--- src/rtl/can_tail_if.sv ---
// can_tail_if: bus-side signal bundle of the CAN transmit frame-tail sequencer.
//   Start        - one-cycle request, asserted with the last CRC bit
//   RX           - bus readback (1 = recessive, 0 = dominant)
//   TX           - bit driven onto the bus
//   EOF_Flag     - active-low, low while End Of Frame is on the bus
//   Busy         - sequencer not idle
//   Ack_Error    - active-low one-cycle pulse, no dominant ACK seen
//   Form_Error   - active-low one-cycle pulse, dominant bit in a fixed-form field
//   Tx_Ok        - one-cycle pulse, EOF completed cleanly
//   Overload     - one-cycle pulse, dominant in intermission bit 1 or 2
//   Sof_Detected - one-cycle pulse, dominant in intermission bit 3
//   Done         - one-cycle pulse, tail sequence finished normally
// The slave modport is the sequencer side, the master modport the controller side.
interface can_tail_if;
    logic Start;
    logic RX;
    logic TX;
    logic EOF_Flag;
    logic Busy;
    logic Ack_Error;
    logic Form_Error;
    logic Tx_Ok;
    logic Overload;
    logic Sof_Detected;
    logic Done;

    modport master (
        output Start, RX,
        input  TX, EOF_Flag, Busy, Ack_Error, Form_Error,
               Tx_Ok, Overload, Sof_Detected, Done
    );

    modport slave (
        input  Start, RX,
        output TX, EOF_Flag, Busy, Ack_Error, Form_Error,
               Tx_Ok, Overload, Sof_Detected, Done
    );
endinterface

--- src/rtl/can_tail_tx.sv ---
// can_tail_tx: transmit-side CAN frame-tail sequencer.
// After the last CRC bit it walks CRC delimiter, ACK slot, ACK delimiter,
// 7 EOF bits and 3 intermission bits, one per SP edge, checking the bus
// readback of each bit and reporting ACK, form, overload and SOF events.
// Ports:
//   SP    - bit-rate clock, one rising edge per bit at the sample point
//   reset - synchronous active-high reset
//   bus   - can_tail_if.slave (Start/RX in, TX and status flags out)
// All outputs are registered; pulses appear in the cycle after the sample.
module can_tail_tx (
    input  logic         SP,
    input  logic         reset,
    can_tail_if.slave    bus
);

    typedef enum logic [2:0] {
        S_IDLE     = 3'd0,
        S_CRC_DEL  = 3'd1,
        S_ACK_SLOT = 3'd2,
        S_ACK_DEL  = 3'd3,
        S_EOF      = 3'd4,
        S_IFS      = 3'd5
    } state_t;

    // Bit counter increment that holds at all-ones instead of wrapping.
    function automatic logic [2:0] sat_inc(input logic [2:0] v);
        if (v == 3'd7) begin
            sat_inc = 3'd7;
        end else begin
            sat_inc = v + 3'd1;
        end
    endfunction

    state_t     r_state;
    logic [2:0] r_cnt;
    logic       r_tx;
    logic       r_eof_flag;
    logic       r_busy;
    logic       r_ack_error;
    logic       r_form_error;
    logic       r_tx_ok;
    logic       r_overload;
    logic       r_sof_detected;
    logic       r_done;

    state_t     w_state_nx;
    logic [2:0] w_cnt_nx;
    logic       w_ack_error;
    logic       w_form_error;
    logic       w_tx_ok;
    logic       w_overload;
    logic       w_sof_detected;
    logic       w_done;

    // Next-state and next-pulse decode from the bit sampled on this edge.
    always_comb begin
        w_state_nx     = r_state;
        w_cnt_nx       = r_cnt;
        w_ack_error    = 1'b1;
        w_form_error   = 1'b1;
        w_tx_ok        = 1'b0;
        w_overload     = 1'b0;
        w_sof_detected = 1'b0;
        w_done         = 1'b0;
        case (r_state)
            S_IDLE: begin
                if (bus.Start) begin
                    w_state_nx = S_CRC_DEL;
                    w_cnt_nx   = 3'd0;
                end else begin
                    w_state_nx = S_IDLE;
                end
            end
            S_CRC_DEL: begin
                w_cnt_nx = 3'd0;
                if (!bus.RX) begin
                    w_form_error = 1'b0;
                    w_state_nx   = S_IDLE;
                end else begin
                    w_state_nx   = S_ACK_SLOT;
                end
            end
            S_ACK_SLOT: begin
                w_cnt_nx = 3'd0;
                // Receivers must overwrite our recessive ACK with dominant.
                if (bus.RX) begin
                    w_ack_error = 1'b0;
                    w_state_nx  = S_IDLE;
                end else begin
                    w_state_nx  = S_ACK_DEL;
                end
            end
            S_ACK_DEL: begin
                w_cnt_nx = 3'd0;
                if (!bus.RX) begin
                    w_form_error = 1'b0;
                    w_state_nx   = S_IDLE;
                end else begin
                    w_state_nx   = S_EOF;
                end
            end
            S_EOF: begin
                if (!bus.RX) begin
                    // Dominant on any EOF bit, the last one included, is a form error.
                    w_form_error = 1'b0;
                    w_state_nx   = S_IDLE;
                    w_cnt_nx     = 3'd0;
                end else if (r_cnt == 3'd6) begin
                    w_tx_ok    = 1'b1;
                    w_state_nx = S_IFS;
                    w_cnt_nx   = 3'd0;
                end else begin
                    w_cnt_nx   = sat_inc(r_cnt);
                end
            end
            S_IFS: begin
                if (r_cnt == 3'd2) begin
                    // Third intermission bit: dominant here is a new SOF, not overload.
                    w_done         = 1'b1;
                    w_sof_detected = ~bus.RX;
                    w_state_nx     = S_IDLE;
                    w_cnt_nx       = 3'd0;
                end else if (!bus.RX) begin
                    w_overload = 1'b1;
                    w_state_nx = S_IDLE;
                    w_cnt_nx   = 3'd0;
                end else begin
                    w_cnt_nx   = sat_inc(r_cnt);
                end
            end
            default: begin
                w_state_nx = S_IDLE;
                w_cnt_nx   = 3'd0;
            end
        endcase
    end

    // State, counter and registered outputs; reset overrides every action.
    always_ff @(posedge SP) begin
        if (reset) begin
            r_state        <= S_IDLE;
            r_cnt          <= 3'd0;
            r_tx           <= 1'b1;
            r_eof_flag     <= 1'b1;
            r_busy         <= 1'b0;
            r_ack_error    <= 1'b1;
            r_form_error   <= 1'b1;
            r_tx_ok        <= 1'b0;
            r_overload     <= 1'b0;
            r_sof_detected <= 1'b0;
            r_done         <= 1'b0;
        end else begin
            r_state        <= w_state_nx;
            r_cnt          <= w_cnt_nx;
            r_tx           <= 1'b1;
            r_eof_flag     <= (w_state_nx != S_EOF);
            r_busy         <= (w_state_nx != S_IDLE);
            r_ack_error    <= w_ack_error;
            r_form_error   <= w_form_error;
            r_tx_ok        <= w_tx_ok;
            r_overload     <= w_overload;
            r_sof_detected <= w_sof_detected;
            r_done         <= w_done;
        end
    end

    assign bus.TX           = r_tx;
    assign bus.EOF_Flag     = r_eof_flag;
    assign bus.Busy         = r_busy;
    assign bus.Ack_Error    = r_ack_error;
    assign bus.Form_Error   = r_form_error;
    assign bus.Tx_Ok        = r_tx_ok;
    assign bus.Overload     = r_overload;
    assign bus.Sof_Detected = r_sof_detected;
    assign bus.Done         = r_done;

endmodule

--- src/flat_wrapper.sv ---
// flat-port wrapper written by rule: the top's interface ports become plain ports
module can_tail_tx_flat 
  (SP, reset, bus_Start, bus_RX, bus_TX, bus_EOF_Flag, bus_Busy, bus_Ack_Error, bus_Form_Error, bus_Tx_Ok, bus_Overload, bus_Sof_Detected, bus_Done);
  can_tail_if bus_i ();
  input  logic SP;
  input  logic reset;
  input wire logic [$bits(bus_i.Start)-1:0] bus_Start;
  input wire logic [$bits(bus_i.RX)-1:0] bus_RX;
  output wire logic [$bits(bus_i.TX)-1:0] bus_TX;
  output wire logic [$bits(bus_i.EOF_Flag)-1:0] bus_EOF_Flag;
  output wire logic [$bits(bus_i.Busy)-1:0] bus_Busy;
  output wire logic [$bits(bus_i.Ack_Error)-1:0] bus_Ack_Error;
  output wire logic [$bits(bus_i.Form_Error)-1:0] bus_Form_Error;
  output wire logic [$bits(bus_i.Tx_Ok)-1:0] bus_Tx_Ok;
  output wire logic [$bits(bus_i.Overload)-1:0] bus_Overload;
  output wire logic [$bits(bus_i.Sof_Detected)-1:0] bus_Sof_Detected;
  output wire logic [$bits(bus_i.Done)-1:0] bus_Done;
  assign bus_i.Start = bus_Start;
  assign bus_i.RX = bus_RX;
  assign bus_TX = bus_i.TX;
  assign bus_EOF_Flag = bus_i.EOF_Flag;
  assign bus_Busy = bus_i.Busy;
  assign bus_Ack_Error = bus_i.Ack_Error;
  assign bus_Form_Error = bus_i.Form_Error;
  assign bus_Tx_Ok = bus_i.Tx_Ok;
  assign bus_Overload = bus_i.Overload;
  assign bus_Sof_Detected = bus_i.Sof_Detected;
  assign bus_Done = bus_i.Done;
  can_tail_tx u_core (.SP(SP), .reset(reset), .bus(bus_i));
endmodule
--- config.mk ---
export PLATFORM = sky130hd
export DESIGN_NAME = can_tail_tx_flat
export DESIGN_NICKNAME = d
export VERILOG_FILES = /design/src/rtl/can_tail_if.sv /design/src/rtl/can_tail_tx.sv /design/src/flat_wrapper.sv
export SDC_FILE = /design/constraint.sdc
export NUM_CORES = 1
export LEC_CHECK = 0
export CAP_MARGIN = 20
export CORE_UTILIZATION = 47
export DETAILED_ROUTE_END_ITERATION = 16
export GPL_TIMING_DRIVEN = 0
export PLACE_DENSITY = 0.81
export SYNTH_ARGS = -nofsm -noshare
export SYNTH_HDL_FRONTEND = slang
export SYNTH_SLANG_ARGS = --single-unit
--- constraint.sdc ---
create_clock -name SP -period 1.76 [get_ports SP]
set_input_delay 0.176 -clock SP [delete_from_list [all_inputs] [get_ports SP]]
set_output_delay 0.176 -clock SP [all_outputs]
set_load 0.05 [all_outputs]
-- Yosys cells after proc, flatten, opt, wreduce, memory -nomap -nowiden
Index checks and enable logic that the tools add are counted.
- add/subtract/negate cells: 1
- eq/ne operators: 10
- muxes and demuxes: 20
- bitwise logic cells: 6
- reductions and logical operators: 9
- operator list (kind ; number):
    3-bit two-way mux ; 11
    3-bit one-hot mux with 6 select lines ; 1
    3-bit == test, second input constant ; 4
    3-bit OR reduction ; 4
    3-bit by 2-bit == test with 1-bit output, second input constant ; 3
    3-bit one-hot mux with 3 select lines ; 1
    1-bit inverter ; 6
    2-bit OR reduction ; 3
    1-bit two-way mux ; 5
    2-bit two-way mux ; 2
    3-bit by 1-bit adder with 3-bit output, second input constant ; 1
    3-bit by 1-bit == test with 1-bit output, second input constant ; 1
    3-bit zero test ; 1
    3-bit != test, second input constant ; 1
    3-bit nonzero test ; 1
    2-bit != test, second input constant ; 1
- flip-flop bits (word level): 14
- word-level logic and storage cells: 56

-- Logic depth before layout (Yosys ltp)
Gate-level depths: netlist of run 1.
- depth after elaboration: 5
- depth in mapped cells: 6
- gate-level depth less buffers: 6

-- Worst setup path after synthesis of run 1
Ideal clock, no wire load.
- path type: reg-to-reg
- from: register u_core.r_cnt[0]
- to: register u_core.r_busy, in the netlist u_core.bus.Busy
- data arrival time: 1.281 ns
- data required time: 1.633 ns
- setup slack: 0.352 ns
- cell stages (with the launch flop): 7
- buffers on the path: 0
- clock period less this slack: 1.408 ns
- path through: dfxtp_1 inv_1 ha_1 nand2_1 a21oi_2 o21a_1 or3_1
- longest elaborated chain between the ends: 5
- elaborated cells between the ends (all ways): 7
- RTL lines (what ; line ; text):
    start: declaration ; can_tail_tx.sv:35 ; logic [2:0] r_cnt;
    start signal: assignment ; can_tail_tx.sv:154 ; r_cnt <= w_cnt_nx;
    3-bit == test ; can_tail_tx.sv:108 ; end else if (r_cnt == 3'd6) begin
    3-bit two-way mux ; can_tail_tx.sv:108 ;
    3-bit two-way mux ; can_tail_tx.sv:103 ; if (!bus.RX) begin
    3-bit one-hot mux with 6 select lines * ; can_tail_tx.sv:65 ; case (r_state)
    3-bit nonzero test * ; can_tail_tx.sv:157 ; r_busy <= (w_state_nx != S_IDLE);
    end signal: assignment ; can_tail_tx.sv:157 ;
    end: declaration ; can_tail_tx.sv:38 ; logic r_busy;
Mark *: on every way between the ends. The rest lies on a longest branch, timed or not.
A chain may end at the register's enable or synchronous reset.

-- Final worst setup path of run 1
- from: register u_core.r_cnt[1]
- to: register u_core.r_busy, in the netlist u_core.bus.Busy
The elaborated chain is that of the path after synthesis.

==> results of run 1 <==
## Yosys cell counts
cell type  count
a21oi_2        1
buf_2          2
a211oi_1       1
nor3b_2        1
nor4b_1        1
a21oi_1        3
nor3_1         3
nand2_1        9
o21a_1         1
o22a_1         1
mux2i_1        1
a31oi_1        1
a2bb2oi_1      1
nor2_1         4
xor2_1         1
nor4_1         3
dfxtp_1       14
clkbuf_1       1
a22oi_1        1
nand3b_1       2
conb_1         1
and2_1         1
or3_1          2
nor2b_1        1
nand2b_1       4
o2111a_1       1
a32oi_1        1
nand4_1        1
ha_1           2
buf_4          2
o21ai_1        1
inv_1          3
## worst paths after layout
kind | startpoint | endpoint | slack, ps | depth (start not counted)
max | u_core.r_cnt[1] | u_core.bus.Busy | 140 | 5
min | u_core.r_state[1] | u_core.bus.Ack_Error | 540 | 2
max reg2reg | u_core.r_cnt[1] | u_core.bus.Busy | 140 | 5
min reg2reg | u_core.r_state[1] | u_core.bus.Ack_Error | 540 | 2
## power by group through the flow
stage          sequential [µW]  clock (µW)  combinational, µW
5_1_grt                    326         254               74.4
6_report                   326         240               69.8
2_1_floorplan              343           0               36.6
4_1_cts                    326         240               69.6
3_5_place_dp               333           0               69.2
3_3_place_gp               332           0               68.3
## worst min-delay path, delay by kind of cell (launching register included)
family	cells	cell delay (ps)
DFF	1	310
buffers and inverters	1	150
and+or+nand+nor	1	60
## flip-flops by register name (all words and copies together), names as in the netlist
register and cells:
u_core.bus.EOF_Flag 1, u_core.bus.Form_Error 1, u_core.bus.Busy 1, u_core.bus.Done 1, u_core.bus.Overload 1, u_core.r_state 3, u_core.bus.Tx_Ok 1, u_core.r_cnt 3
u_core.bus.Sof_Detected 1, u_core.bus.Ack_Error 1
## cells by family after synthesis
logic type	after synthesis	synth area share [%]
adders and majority gates	2	3.92
AOI/OAI and AO/OA	13	14.9
buffers and inverters	8	6.27
DFF	14	43.9
xor gates and xnor gates	1	1.37
and+or+nand+nor	32	27.4
muxes	1	1.57
other	1	0.588
## layout make-up
class	count	area [µm²]
inverters	3	11.3
repair buffers	11	110
fillers	100	384
clock buffers	4	36.3
plain buffers	5	28.8
flip-flops and latches	14	280
multi-input cells	50	318
well taps	14	17.5
## per-layer routing
| metal | wire, µm | up-vias |
|---|---|---|
| met1 | 603 | 263 |
| met2 | 607 | 28 |
| li1 | - | 281 |
| met5 | 0 | - |
| met3 | 82 | 4 |
| met4 | 15 | 0 |
## through the flow
stage                     hold WS, ps  instance area, µm²
final                             542                 802
after global routing              576                 802
after CTS                         543                 802
after detailed placement          523                 766
after global placement            513                 766
after floorplan                   255                 638
==> reports/summary.txt, run 1 <==
Outcome -> finished clean
Die height -> 38.8 µm
Max VDD drop -> 0.479 mV
Comb pwr share -> 11.0%
Critical Path RT -> 1930 ps
Worst Setup End Kind -> flop
Design Power -> 635 µW
Post-route ant nets -> 0
CTS Buffer Depth -> 2
Row count -> 12
Nets -> 94
Most frequent cells in the layout -> dfxtp_1, clkdlybuf4s50_1, nand2_1
Crit path cell chain -> ha_1, nand3b_1, a2bb2oi_1, nor3b_2, or3_1
Area share of the largest cell type after synthesis -> 43.9%
CORE AREA -> 1190 µm²
Met2 Usage GRT -> 32.1%
CTS H-tree depth -> 1
CTS tree -> done
RSZ-0062 raised after global routing -> no
Min-delay worst type -> reg2reg
Netlist cell types -> 32
Yosys warns -> 0
First-pass GRT wire length -> 2100 µm
GR Overflow Total -> 0
Clk_lat worst skew -> 280 ps
Die Area -> 1510 µm²
Number of buffers and inverters on the critical path -> 0
Cell Int Power -> 476 µW
Dpl ws -> 59.4 ps
Port Buf Inserts -> 11
CP arrival -> 1790 ps
Post-route setup slack -> 141 ps
PD cells -> 792 nW/µm²
Setup crit start kind -> flop
Share of the yosys chip area belonging to registers -> 43.9%
Yosys reg bits -> 14
GRT busiest layer -> met2
Clock root cell -> clkbuf_4
Via count -> 576
Vias per cell -> 5.70
Final Max Slew Viols -> 0
Most common cell after layout, fill and taps aside -> dfxtp_1
Number of global-route vias before repair -> 497
Fin util -> 67.6%
Top Ports -> 13
Layout Skew -> 2.45 ps
Yosys top cell by area -> dfxtp_1
Hpwl dp -> 895 µm
Slew @ Worst Pin -> 530 ps
Switching share of total power -> 25.1%
Max Cap Viol -> 0
Final hold violation count -> 0
Slowest stage delay, CP -> 420 ps
Routed length per instance -> 13.0 µm
Cell Area, Synth -> 638 µm²
Synth Instances -> 72
Clock power frac -> 37.7%
Post-route DRC -> 0
Clock sink total -> 14
Worst-path clk slew -> 90 ps
CTS resizes -> 0
Finished Layout Cells -> 101
Synth-to-Final Area Change -> 25.7%
Max-slew headroom -> 64.4%
Avg Inst Size Synth -> 8.86 µm²
Routed WL -> 1310 µm
Largest net degree at the start of global routing -> 11
Part of the cycle the worst path needs -> 92.0%
Die width -> 38.8 µm
Net Count, Synth -> 78
Critical path fanouts, max -> 5
Drt initial violations -> 16
Drt pass-1 iters -> 4
Setup bufs post-CTS -> 0
F_max -> 618 MHz
CP top delay family -> simple AND/OR/NAND/NOR gates
# hold bufs at CTS -> 0
CTS buffer count -> 3
Top area cells in the synthesized netlist -> dfxtp_1, nand2_1, ha_1
Inst Count DP -> 97
Effective utilization at floorplan -> 53.8%
Initial antenna violation count -> 0
Net Switching -> 160 µW
Worst path slowest cell -> dfxtp_1
Leakage -> 0.000298 µW
Fraction of layout cells with a size suffix above 1 -> 11.5%
Total track usage -> 21.0%
Final min period -> 1620 ps
Met1 GRT Util -> 27.1%
Setup_tns -> 0 ps
Seq pwr share -> 51.3%
# setup viols final -> 0
GPL Wtd Cong -> 0.826
Met3 usage -> 3.47%
Setup CP Type -> reg2reg
Ant diodes -> 0
No activity file was read; power rests on OpenSTA's default activity.
==> run 2, diff against run 1 <==
--- a/config.mk
+++ b/config.mk
@@ -8,8 +8,9 @@
 export CAP_MARGIN = 20
 export CORE_UTILIZATION = 47
 export DETAILED_ROUTE_END_ITERATION = 16
-export GPL_TIMING_DRIVEN = 0
+export MAX_ROUTING_LAYER = met4
 export PLACE_DENSITY = 0.81
+export SLEW_MARGIN = 20
 export SYNTH_ARGS = -nofsm -noshare
 export SYNTH_HDL_FRONTEND = slang
 export SYNTH_SLANG_ARGS = --single-unit
==> reports/summary.txt, run 2 (synthesis gave the netlist of run 1 again) <==
Total track usage -> 19.9% (-1.1 points)
First-pass GRT wire length -> 1980 µm (-5.9%)
Die width -> 38.8 µm (unchanged)
Critical path fanouts, max -> 1 (-4)
Placed Area -> 752 µm² (-1.8%)
F_max -> 637 MHz (+3.2%)
CP arrival -> 1390 ps (-400 ps)
Worst Setup End Kind -> primary output
Hpwl dp -> 823 µm (-8.1%)
Fin Hold WS -> 516 ps (-26.1 ps)
Largest regs -> u_core.r_cnt (3), u_core.r_state (3)
Clock sink total -> 14 (unchanged)
Drt initial violations -> 16 (unchanged)
CP top delay family -> buffers and inverters
CTS resizes -> 0 (unchanged)
Post-route DRC -> 0 (unchanged)
CTS Buffer Depth -> 2 (unchanged)
Port Buf Inserts -> 11 (unchanged)
Leakage -> 0.000286 µW (-3.8%)
Drt pass-1 iters -> 4 (unchanged)
Clock root cell -> clkbuf_4
Setup bufs post-CTS -> 0 (unchanged)
Via count -> 538 (-6.6%)
Most common cell after layout, fill and taps aside -> dfxtp_1
Initial antenna violation count -> 0 (unchanged)
RSZ-0062 raised after global routing -> no
Min-delay worst type -> reg2reg
Crit path cell chain -> clkdlybuf4s50_1
Routed length per instance -> 11.8 µm (-8.8%)
Fin util -> 66.5% (-1.2 points)
Slowest stage delay, CP -> 790 ps (+370 ps)
CTS buffer count -> 3 (unchanged)
Fraction of layout cells with a size suffix above 1 -> 9.52% (-2.0 points)
Setup CP Type -> reg2out
Number of global-route vias before repair -> 492 (-1.0%)
Critical Path RT -> 1580 ps (-350 ps)
Worst path slowest cell -> clkdlybuf4s50_1
Nets -> 91 (-3.2%)
Post-route ant nets -> 0 (unchanged)
Vias per cell -> 5.49 (-3.7%)
Comb pwr share -> 10.3% (-0.7 points)
Number of buffers and inverters on the critical path -> 1 (+1)
Ant diodes -> 0 (unchanged)
Seq pwr share -> 52.4% (+1.1 points)
Part of the cycle the worst path needs -> 89.1% (-2.8 points)
Effective utilization at floorplan -> 53.8% (unchanged)
# setup viols final -> 0 (unchanged)
Final min period -> 1570 ps (-49.6 ps)
Most frequent cells in the layout -> dfxtp_1, clkdlybuf4s50_1, nand2_1
Max Cap Viol -> 0 (unchanged)
Switching share of total power -> 24.2% (-0.93 points)
Final hold violation count -> 0 (unchanged)
Net Switching -> 152 µW (-5.0%)
CORE AREA -> 1190 µm² (unchanged)
GPL Wtd Cong -> 0.861 (+4.3%)
Final-layout fill cell count -> 106 (+6.0%)
Cell Int Power -> 475 µW (-0.16%)
Worst-path clk slew -> 90 ps (about the same)
Final Max Slew Viols -> 0 (unchanged)
PD cells -> 795 nW/µm² (+0.34%)
Synth-to-Final Area Change -> 23.5%
CTS tree -> done
Setup_tns -> 0 ps (unchanged)
Row count -> 12 (unchanged)
Setup crit start kind -> flop
Clk_lat worst skew -> 280 ps (about the same)
Outcome -> finished clean
Routed WL -> 1160 µm (-12%)
Final instance area -> 788 µm² (-1.7%)
Die height -> 38.8 µm (unchanged)
Clock power frac -> 37.4% (-0.3 points)
Largest net degree at the start of global routing -> 11 (unchanged)
Max VDD drop -> 0.501 mV (+4.5%)
CTS H-tree depth -> 1 (unchanged)
Top Ports -> 13 (unchanged)
Die Area -> 1510 µm² (unchanged)
Layout Skew -> 2.16 ps (-0.298 ps)
# hold bufs at CTS -> 0 (unchanged)
GR Overflow Total -> 0 (unchanged)
[run 2: cell types whose count changed in the layout (fill, tap and decap cells not counted), sizes merged]
cell / previous run / this run
buf: 4 / 2
clkbuf: 5 / 4
[run 2: worst paths after layout]
check | from | to | slack, ps | cells after the start
worst min register to register | u_core.r_state[1] | u_core.bus.Ack_Error | 520 | 1
worst max-delay path | u_core.bus.Busy | bus_Busy | 190 | 1
worst min-delay path | u_core.r_state[1] | u_core.bus.Ack_Error | 520 | 1
worst max register to register | u_core.r_cnt[0] | u_core.bus.Busy | 230 | 6
[run 2: metal layers]
layer	vias up	global-route usage (%)	share of wire [%]
li1	274	-	-
met1	241	23.9	48
met2	21	31.7	45
met3	2	5.20	5.2
met4	0	7.76	1.7
met5	-	-	0
[run 2: power by group through the flow]
stage               Sequential [µW]  Combinational [µW]  Clock, µW
CTS                             328                64.2        236
finish                          328                64.2        234
floorplan                       343                36.6          0
global route                    329                70.1        249
global placement                335                63.6          0
detailed placement              336                63.7          0
[run 2: through the flow]
step / std cells / total power [µW] / worst slack, ps
finish: 98 / 626 / 191
detailed placement: 94 / 399 / 84.9
global route: 98 / 648 / 85.5
CTS: 98 / 628 / 185
global placement: 94 / 399 / 108
floorplan: 72 / 380 / 352
[run 2: area by class of cell]
type,instances,area (µm²),share of cell area [%]
clock buffer,4,36.3,4.60
inverter,3,11.3,1.43
multi-input combinational,50,318,40.3
sequential,14,280,35.6
tap,14,17.5,2.22
timing repair buffer,13,125,15.9
==> run 3, diff against run 2 <==
--- a/config.mk
+++ b/config.mk
@@ -5,7 +5,6 @@
 export SDC_FILE = /design/constraint.sdc
 export NUM_CORES = 1
 export LEC_CHECK = 0
-export CAP_MARGIN = 20
 export CORE_UTILIZATION = 47
 export DETAILED_ROUTE_END_ITERATION = 16
 export MAX_ROUTING_LAYER = met4
==> results of run 3 <==
Final layout, timing and power as in run 2 (identical DEF).
